`src/rtl/text_menu_ctrl.sv`:
```
// text_menu_ctrl
//   Navigation controller for the editor's top menu bar. It turns single-cycle
//   key pulses into a 3-bit highlighted-item selector. It issues file commands
//   over a valid/ack handshake and holds the local text-style registers.
//
// Ports
//   clk            system clock, rising edge
//   reset          asynchronous, active-low reset
//   key_menu       pulse: open/close menu
//   key_left       pulse: previous item
//   key_right      pulse: next item
//   key_enter      pulse: execute highlighted item
//   cmd_ack        file-command consumer accepts the pending command
//   item_selector  0 = none, 1..6 = open, save, exit, caps, color, size
//   menu_active    menu open (BROWSE or WAIT_ACK)
//   cmd_valid      file command pending
//   cmd_code       1 = open, 2 = save, 3 = exit, 0 when idle
//   caps_on        caps-lock style flag
//   color_sel      text colour index, 1..7
//   size_sel       text size index, 0..3
module text_menu_ctrl #(
    parameter int TIMEOUT_CYCLES = 25_000_000,
    parameter int TO_W           = 25
) (
    input  logic       clk,
    input  logic       reset,
    input  logic       key_menu,
    input  logic       key_left,
    input  logic       key_right,
    input  logic       key_enter,
    input  logic       cmd_ack,
    output logic [2:0] item_selector,
    output logic       menu_active,
    output logic       cmd_valid,
    output logic [1:0] cmd_code,
    output logic       caps_on,
    output logic [2:0] color_sel,
    output logic [1:0] size_sel
);

    typedef enum logic [1:0] {
        IDLE     = 2'd0,
        BROWSE   = 2'd1,
        WAIT_ACK = 2'd2
    } state_t;

    localparam logic [TO_W-1:0] TO_LAST = TO_W'(TIMEOUT_CYCLES - 1);

    state_t          state, state_nx;
    logic [TO_W-1:0] to_cnt, to_cnt_nx;
    logic [2:0]      item_nx;
    logic            menu_active_nx;
    logic            cmd_valid_nx;
    logic [1:0]      cmd_code_nx;
    logic            caps_nx;
    logic [2:0]      color_nx;
    logic [1:0]      size_nx;

    always_ff @(posedge clk or negedge reset) begin
        if (!reset) begin
            state         <= IDLE;
            to_cnt        <= '0;
            item_selector <= 3'd0;
            menu_active   <= 1'b0;
            cmd_valid     <= 1'b0;
            cmd_code      <= 2'd0;
            caps_on       <= 1'b0;
            color_sel     <= 3'b111;
            size_sel      <= 2'd0;
        end else begin
            state         <= state_nx;
            to_cnt        <= to_cnt_nx;
            item_selector <= item_nx;
            menu_active   <= menu_active_nx;
            cmd_valid     <= cmd_valid_nx;
            cmd_code      <= cmd_code_nx;
            caps_on       <= caps_nx;
            color_sel     <= color_nx;
            size_sel      <= size_nx;
        end
    end

    // Next-state / next-output logic. The if/else-if chain in BROWSE encodes
    // key priority: menu > enter > right > left; lower keys are dropped.
    always_comb begin
        state_nx     = state;
        to_cnt_nx    = '0;            // held at 0 outside BROWSE and on any key
        item_nx      = item_selector;
        cmd_valid_nx = cmd_valid;
        cmd_code_nx  = cmd_code;
        caps_nx      = caps_on;
        color_nx     = color_sel;
        size_nx      = size_sel;

        case (state)
            IDLE: begin
                item_nx = 3'd0;
                if (key_menu) begin
                    state_nx = BROWSE;
                    item_nx  = 3'd1;
                end
            end

            BROWSE: begin
                if (key_menu) begin
                    state_nx = IDLE;
                    item_nx  = 3'd0;
                end else if (key_enter) begin
                    case (item_selector)
                        3'd1, 3'd2, 3'd3: begin
                            state_nx     = WAIT_ACK;
                            cmd_valid_nx = 1'b1;
                            cmd_code_nx  = item_selector[1:0];
                        end
                        3'd4:    caps_nx  = ~caps_on;
                        // colour 0 is reserved, so wrap 7 -> 1
                        3'd5:    color_nx = (color_sel == 3'd7) ? 3'd1 : color_sel + 3'd1;
                        3'd6:    size_nx  = size_sel + 2'd1;
                        default: ;
                    endcase
                end else if (key_right) begin
                    item_nx = (item_selector >= 3'd6) ? 3'd1 : item_selector + 3'd1;
                end else if (key_left) begin
                    item_nx = (item_selector <= 3'd1) ? 3'd6 : item_selector - 3'd1;
                end else if (to_cnt == TO_LAST) begin
                    state_nx = IDLE;
                    item_nx  = 3'd0;
                end else begin
                    to_cnt_nx = to_cnt + TO_W'(1);
                end
            end

            WAIT_ACK: begin
                // keys are ignored while a command is outstanding
                if (cmd_ack) begin
                    cmd_valid_nx = 1'b0;
                    cmd_code_nx  = 2'd0;
                    if (cmd_code == 2'd3) begin
                        state_nx = IDLE;
                        item_nx  = 3'd0;
                    end else begin
                        state_nx = BROWSE;
                    end
                end
            end

            default: begin
                state_nx     = IDLE;
                item_nx      = 3'd0;
                cmd_valid_nx = 1'b0;
                cmd_code_nx  = 2'd0;
            end
        endcase

        menu_active_nx = (state_nx != IDLE);
    end

endmodule

```
`config.mk`:
```
export PLATFORM = sky130hd
export DESIGN_NAME = text_menu_ctrl
export DESIGN_NICKNAME = d
export VERILOG_FILES = /design/src/rtl/text_menu_ctrl.sv
export SDC_FILE = /design/constraint.sdc
export NUM_CORES = 1
export LEC_CHECK = 0
export CAP_MARGIN = 15
export CORE_MARGIN = 3
export CORE_UTILIZATION = 51
export CTS_BUF_LIST = sky130_fd_sc_hd__clkbuf_8
export CTS_CLUSTER_DIAMETER = 50
export DETAILED_ROUTE_END_ITERATION = 8
export PLACE_DENSITY_LB_ADDON = 0.15
export SYNTH_ARGS = -nofsm -noshare
export SYNTH_HDL_FRONTEND = slang
export SYNTH_SLANG_ARGS = --single-unit
export TNS_END_PERCENT = 5
```
`constraint.sdc`:
```
create_clock -name clk -period 1.99 [get_ports clk]
set_clock_uncertainty 0.1 [all_clocks]
set_input_delay 0.398 -clock clk [delete_from_list [all_inputs] [get_ports clk]]
set_output_delay 0.398 -clock clk [all_outputs]
set_load 0.02 [all_outputs]
```
==> impl_metrics.env, run 1 <==
export IMPL_status="finished, final reports clean"
export IMPL_area_of_the_multi_input_gates_um2=1100
export IMPL_grt_pass1_wl_mm=7.58
export IMPL_final_hold_viol_count=0
export IMPL_report_final_setup_viol=0
export IMPL_globalplace_congestion=0.846
export IMPL_via_count_of_the_first_global_routing_pass=1677
export IMPL_port_buffers=19
export IMPL_timing_setup_tns_ps=0
export IMPL_final_core_utilization_pct=69.4
export IMPL_cts_htree_levels=2
export IMPL_postRouteAntennaNets=0
export IMPL_final_period_minus_worst_setup_slack_ps=1940
export IMPL_pwr_share_comb_pct=32.9
export IMPL_async_flop_share_pct=100
export IMPL_fraction_of_post_synthesis_cell_area_in_the_top_cell_type_by_area_pct=43.2
export IMPL_synth_most_common_cell="dfrtp_1"
export IMPL_grt_antenna_before_repair=0
export IMPL_clock_power_share_pct=27.4
export IMPL_cell_area_after_technology_mapping_um2=2140
export IMPL_die_height_um=70.8
export IMPL_post_synthesis_cells=218
export IMPL_cellInternalPower_mw=1.80
export IMPL_synthDominantAreaCellType="dfrtp_1"
export IMPL_synth_main_ff_cell="dfrtp_1"
export IMPL_maxClockFrequency_mhz=517
export IMPL_tightestPinTransition_ps=497
export IMPL_synth_compound_gate_area_share_pct=7.18
export IMPL_cts_bufs_inserted=5
export IMPL_area_growth_syn_to_layout_pct=24.7
export IMPL_adder_cell_fraction_of_synth_area_pct=5.25
export IMPL_dp_final_hpwl_mm=3.11
export IMPL_synth_seq_cells=40
export IMPL_cpMaxStageDelayCell="clkdlybuf4s50_1"
export IMPL_antenna_diode_instance_count=0
export IMPL_worst_path_max_fanout=3
export IMPL_global_route_usage_sum_pct=18.7
export IMPL_synth_cell_type_count=43
export IMPL_worstSetupStartpointType="flop"
export IMPL_synthMuxAreaShare_pct=0.992
export IMPL_dominant_combinational_cell_family_by_area_after_synthesis="simple AND/OR/NAND/NOR gates"
export IMPL_detailedRoute_firstIterationViolations=136
export IMPL_initial_utilization_pct=55.6
export IMPL_clkSlewWorstSetupHoldPaths_ps=80
export IMPL_synthesis_area_per_instance_um2=9.84
export IMPL_hold_worst_slack_ps=51.5
export IMPL_grt_max_degree=41
export IMPL_fill_cells=299
export IMPL_die_area_um2=5020
export IMPL_critical_path_required_ps=1490
export IMPL_final_seq_area_um2=1010
export IMPL_cts_sink_count=40
export IMPL_grt_remaining_overflow=0
export IMPL_boundaryPins=20
export IMPL_slowest_delay_ps=600
export IMPL_power_density_nw_per_um2=984
export IMPL_timing_final_max_slew_violations=0
export IMPL_synth_area_top_cells="dfrtp_1 43%, xor2_1 7.4%, nor2_1 6.3%"
export IMPL_avgRoutedWirePerCell_um=14.0
export IMPL_tritoncts="yes"
export IMPL_worstPathCellList="clkdlybuf4s50_1"
export IMPL_net_switching_power_mw=0.831
export IMPL_num_vias=1650
export IMPL_worst_endpoint_arrival_ps=1440
export IMPL_worst_ir_drop_vdd_mv=0.623
export IMPL_cts_hold_buffers=0
export IMPL_seqPwrFrac_pct=39.7
export IMPL_layout_drive_gt1_share_pct=17.7
export IMPL_root_cell_of_the_clock_tree="clkbuf_8"
export IMPL_drt_wl_total_mm=4.32
export IMPL_power_leakage_nw=1.16
export IMPL_power_switching_fraction_pct=31.6
export IMPL_min_path_type="in -> async"
export IMPL_synthesis_nets=234
export IMPL_seq_area_frac_synth_pct=46.8
export IMPL_rsz0062_at_grt="false"
export IMPL_die_w_um=70.8
export IMPL_synth_warnings=0
export IMPL_drt_pass1_iterations=4
export IMPL_timing_critical_path_to_type="output pin"
export IMPL_fin_nets=275
export IMPL_synth_edff_count=0
export IMPL_critPathKind="reg -> out"
export IMPL_critical_path_top_delay_family="buffers and inverters"
export IMPL_coreArea_um2=3850
export IMPL_final_min_period_over_clock_period_pct=97.3
export IMPL_xor_xnor_cell_area_share_of_the_yosys_netlist_pct=10.6
export IMPL_cp_buffers_inverters=1
export IMPL_floorplan_rows=22
export IMPL_netlist_top_cells_count="37 x dfrtp_1, 36 x nor2_1, 18 x xor2_1, 17 x nand2_1, 15 x nand4_1"
export IMPL_post_drt_via_cell_ratio=5.36
export IMPL_detail_route_drc_violations=0
export IMPL_post_synth_and_or_nand_nor_area_fraction_pct=25.6
export IMPL_worst_slew_margin_rel_pct=66.9
export IMPL_timing_max_cap_violations=0
export IMPL_worst_skew_pair_late_latency_ps=290
export IMPL_cts_max_path_buffers=2
metrics by stage:
step / setup slack, ps / total power [mW] / cell area, um2 / cells
3_3_place_gp: -14.0 / 1.88 / 2490 / 298
5_1_grt: 9.86 / 2.80 / 2680 / 308
2_1_floorplan: 135 / 1.50 / 2140 / 218
4_1_cts: 31.5 / 2.63 / 2630 / 306
3_5_place_dp: -63.2 / 1.89 / 2490 / 298
6_report: 54.0 / 2.63 / 2680 / 308
power groups by stage:
stage               sequential, mW  combinational [mW]  clock, mW
detailed placement            1.06               0.835          0
CTS                           1.05               0.836      0.742
floorplan                     1.16               0.349          0
global route                  1.07               0.964      0.765
finish                        1.05               0.866      0.721
global placement              1.06               0.822          0
layer usage:
| metal | vias up | GRT usage, % | wire length (um) |
|---|---|---|---|
| met4 | 0 | 6.26 | 51 |
| met3 | 4 | 3.55 | 107 |
| met2 | 26 | 30.6 | 2090 |
| met5 | - | 0 | 0 |
| li1 | 835 | - | - |
| met1 | 785 | 25.0 | 2070 |
registers in the layout, summed over array words and instances (netlist names):
| signal | flops |
|---|---|
| size_sel | 2 |
| cmd_code | 2 |
| caps_on | 1 |
| cmd_valid | 1 |
| to_cnt | 25 |
| color_sel | 3 |
| menu_active | 1 |
| state | 2 |
| item_selector | 3 |
path summary, 6_finish.rpt:
check / start / to / slack [ps] / depth (start not counted)
max: color_sel[1] / color_sel[1] / 50 / 1
min: reset / to_cnt[11] / 50 / 2
max reg2reg: to_cnt[0] / to_cnt[16] / 100 / 7
min reg2reg: caps_on / caps_on / 380 / 1
max in group asynchronous: reset / item_selector[2] / 1360 / 2
min in group clk: caps_on / caps_on / 380 / 1
cell families after synthesis:
| group | Yosys count |
|---|---|
| adders and majority gates | 9 |
| DFF | 40 |
| and+or+nand+nor | 105 |
| xor gates and xnor gates | 26 |
| buffers and inverters | 14 |
| muxes | 2 |
| AOI/OAI and AO/OA | 22 |
cells in the final DEF, fill, tap and decap left out, types with 2 or more instances in the layout:
cell              n
clkbuf_8          7
dfrtp_1          35
nor3_1            2
or3_1             2
and2_1            3
clkdlybuf4s50_1  17
nor2_1           36
nand2_1          17
o21a_1            2
o2bb2ai_1         2
a21oi_1           3
o21ai_0           4
nand2b_1          2
nor4_4            2
nand3_1          14
dfrtp_2           2
ha_1              6
xor2_1           18
xnor2_1           8
a32o_1            2
nand4_1          15
inv_1             8
ha_4              2
dfstp_2           3
and3_1            3
buf_4            19
what timing repair did:
action / in CTS / in global routing
resized for setup: 2 / 8
buffers inserted: 0 / 2
endpoints found under the setup margin: 20 / 31
pin swaps: 0 / 2
area by class of cell:
cell class,count,area share [%]
Clock buffer,7,3.60
Sequential cell,40,37.7
Multi-Input combinational cell,164,41.0
Timing Repair Buffer,39,13.1
Tap cell,48,2.25
Clock inverter,1,1.12
Inverter,9,1.26
Power figures use the tool's default switching activity.
==> inputs of run 2 (changes only) <==
- clock period: 1.99 -> 2.06 ns (I/O delays scaled with it)
==> run 2 against run 1 <==
  * Final area shrank 3.6%
  * Sequential cell count unchanged
  * Count of clock-buffer cells in the layout did not move
  * Power is 5.5% lower
  * Worst setup slack gained 46 ps
  * Sequential power hardly changed
  * First-iteration DRC count shrank 37%
  * Routed wire length decreased by 4.2%
  * Non-clock buffer count is 10 lower
  * Die area unchanged
  * Largest cell class unchanged
==> impl_metrics.env, run 2 (synthesized netlist as in run 1, its figures left out) <==
export IMPL_worst_path_max_fanout=3
export IMPL_power_density_nw_per_um2=966
export IMPL_top_regs="to_cnt (25), color_sel (3), item_selector (3)"
export IMPL_pre_cts_ws_ps=-33.1
export IMPL_placed_cells=290
export IMPL_cts_htree_levels=2
export IMPL_slowest_delay_ps=600
export IMPL_finalNonFillerCells=298
export IMPL_timing_critical_path_to_type="output pin"
export IMPL_final_period_minus_worst_setup_slack_ps=1960
export IMPL_r2r_worst_path_cells=7
export IMPL_cp_num_cells=1
export IMPL_tightestPinTransition_ps=493
export IMPL_final_min_period_over_clock_period_pct=95.2
export IMPL_postCtsSetupBuffers=0
export IMPL_final_cell_mix="36 x nor2_1, 36 x dfrtp_1, 18 x xor2_1, 17 x nand2_1, 17 x clkdlybuf4s50_1"
export IMPL_final_core_utilization_pct=66.9
export IMPL_maxClockFrequency_mhz=510
export IMPL_finalInstanceArea_um2=2580
export IMPL_final_hold_viol_count=0
export IMPL_floorplan_rows=22
export IMPL_status="finished, final reports clean"
export IMPL_worst_slew_margin_rel_pct=66.9
export IMPL_cts_sink_count=40
export IMPL_cts_bufs_inserted=5
export IMPL_drt_wl_total_mm=4.13
export IMPL_num_vias=1627
export IMPL_fin_nets=265
export IMPL_worstSetupStartpointType="flop"
export IMPL_coreArea_um2=3850
export IMPL_root_cell_of_the_clock_tree="clkbuf_8"
export IMPL_tritoncts="yes"
export IMPL_port_buffers=19
export IMPL_cpMaxStageDelayCell="clkdlybuf4s50_1"
export IMPL_min_path_type="in -> async"
export IMPL_cts_max_path_buffers=2
export IMPL_die_area_um2=5020
export IMPL_layout_setup_ws_ps=99.7
export IMPL_detail_route_drc_violations=0
export IMPL_fill_cells=292
export IMPL_critical_path_required_ps=1550
export IMPL_post_drt_via_cell_ratio=5.46
export IMPL_boundaryPins=20
export IMPL_worst_skew_pair_late_latency_ps=290
export IMPL_power_leakage_nw=1.12
export IMPL_timing_final_max_slew_violations=0
export IMPL_via_count_of_the_first_global_routing_pass=1624
export IMPL_timing_max_cap_violations=0
export IMPL_grt_pass1_wl_mm=7.21
export IMPL_postRouteAntennaNets=0
export IMPL_global_route_usage_sum_pct=18.0
export IMPL_critical_path_top_delay_family="buffers and inverters"
export IMPL_rsz0062_at_grt="false"
export IMPL_globalplace_congestion=0.859
export IMPL_grt_antenna_before_repair=0
export IMPL_cp_buffers_inverters=1
export IMPL_die_w_um=70.8
export IMPL_detailedRoute_firstIterationViolations=86
export IMPL_drt_pass1_iterations=4
export IMPL_avgRoutedWirePerCell_um=13.9
export IMPL_clkSlewWorstSetupHoldPaths_ps=80
export IMPL_final_seq_area_um2=1010
export IMPL_ff2ff_setup_slack_ps=150
export IMPL_initial_utilization_pct=55.6
export IMPL_layout_drive_gt1_share_pct=13.2
export IMPL_worst_ir_drop_vdd_mv=0.767
export IMPL_grt_remaining_overflow=0
export IMPL_dp_final_hpwl_mm=2.94
export IMPL_max_flop_register="to_cnt"
export IMPL_critPathKind="reg -> out"
export IMPL_worst_endpoint_arrival_ps=1450
export IMPL_antenna_diode_instance_count=0
export IMPL_grt_max_degree=41
export IMPL_largest_register_ffs=25
export IMPL_report_final_setup_viol=0
export IMPL_area_growth_syn_to_layout_pct=20.2
export IMPL_area_of_the_multi_input_gates_um2=1080
export IMPL_die_height_um=70.8
export IMPL_worstPathCellList="clkdlybuf4s50_1"
export IMPL_placedInstanceArea_um2=2430
## run 2: path summary, 6_finish.rpt
kind	end	start
setup / recovery	color_sel[1]	color_sel[1]
min in group clk	caps_on	caps_on
setup reg to reg	to_cnt[5]	to_cnt[0]
max in group asynchronous	item_selector[2]	reset
hold / removal	to_cnt[11]	reset
hold reg to reg	caps_on	caps_on
## run 2: stage by stage
stage / hold WS [ps] / total power [mW] / setup TNS [ps]
after floorplan: 16.4 / 1.45 / 0
after global routing: 90.6 / 2.63 / 0
after CTS: 79.0 / 2.51 / 0
after global placement: 366 / 1.79 / 0
final: 59.1 / 2.49 / 0
after detailed placement: 372 / 1.80 / -79.6
## run 2: cell type report
type | instances | share of cell area (%)
clock inverter | 1 | 1.17
tap | 48 | 2.33
clock buffer | 7 | 3.74
inverter | 9 | 1.31
multi-input combinational | 164 | 41.7
sequential | 40 | 39.0
timing repair buffer | 29 | 10.7
## run 2: report_power, final
| group | switching (mW) | internal, mW | leakage, nW | total [mW] |
|---|---|---|---|---|
| sequential | 0.113 | 0.903 | 0.537 | 1.02 |
| clock | 0.278 | 0.428 | 0.0645 | 0.705 |
| combinational | 0.404 | 0.365 | 0.517 | 0.769 |
## run 2: per-layer routing
layer / part of all wire (%) / vias up / wire length [um] / global-route usage, %
met5: 0 / - / 0 / 0
met4: 1.5 / 0 / 64 / 6.26
met3: 3.8 / 8 / 156 / 6.11
met2: 47 / 27 / 1930 / 28.3
met1: 48 / 784 / 1980 / 23.3
li1: - / 808 / - / -
## run 2: what timing repair did
item | in CTS | in global routing
resized for setup | 0 | 4
hold buffers | 0 | 0
setup endpoints to repair | 0 | 30
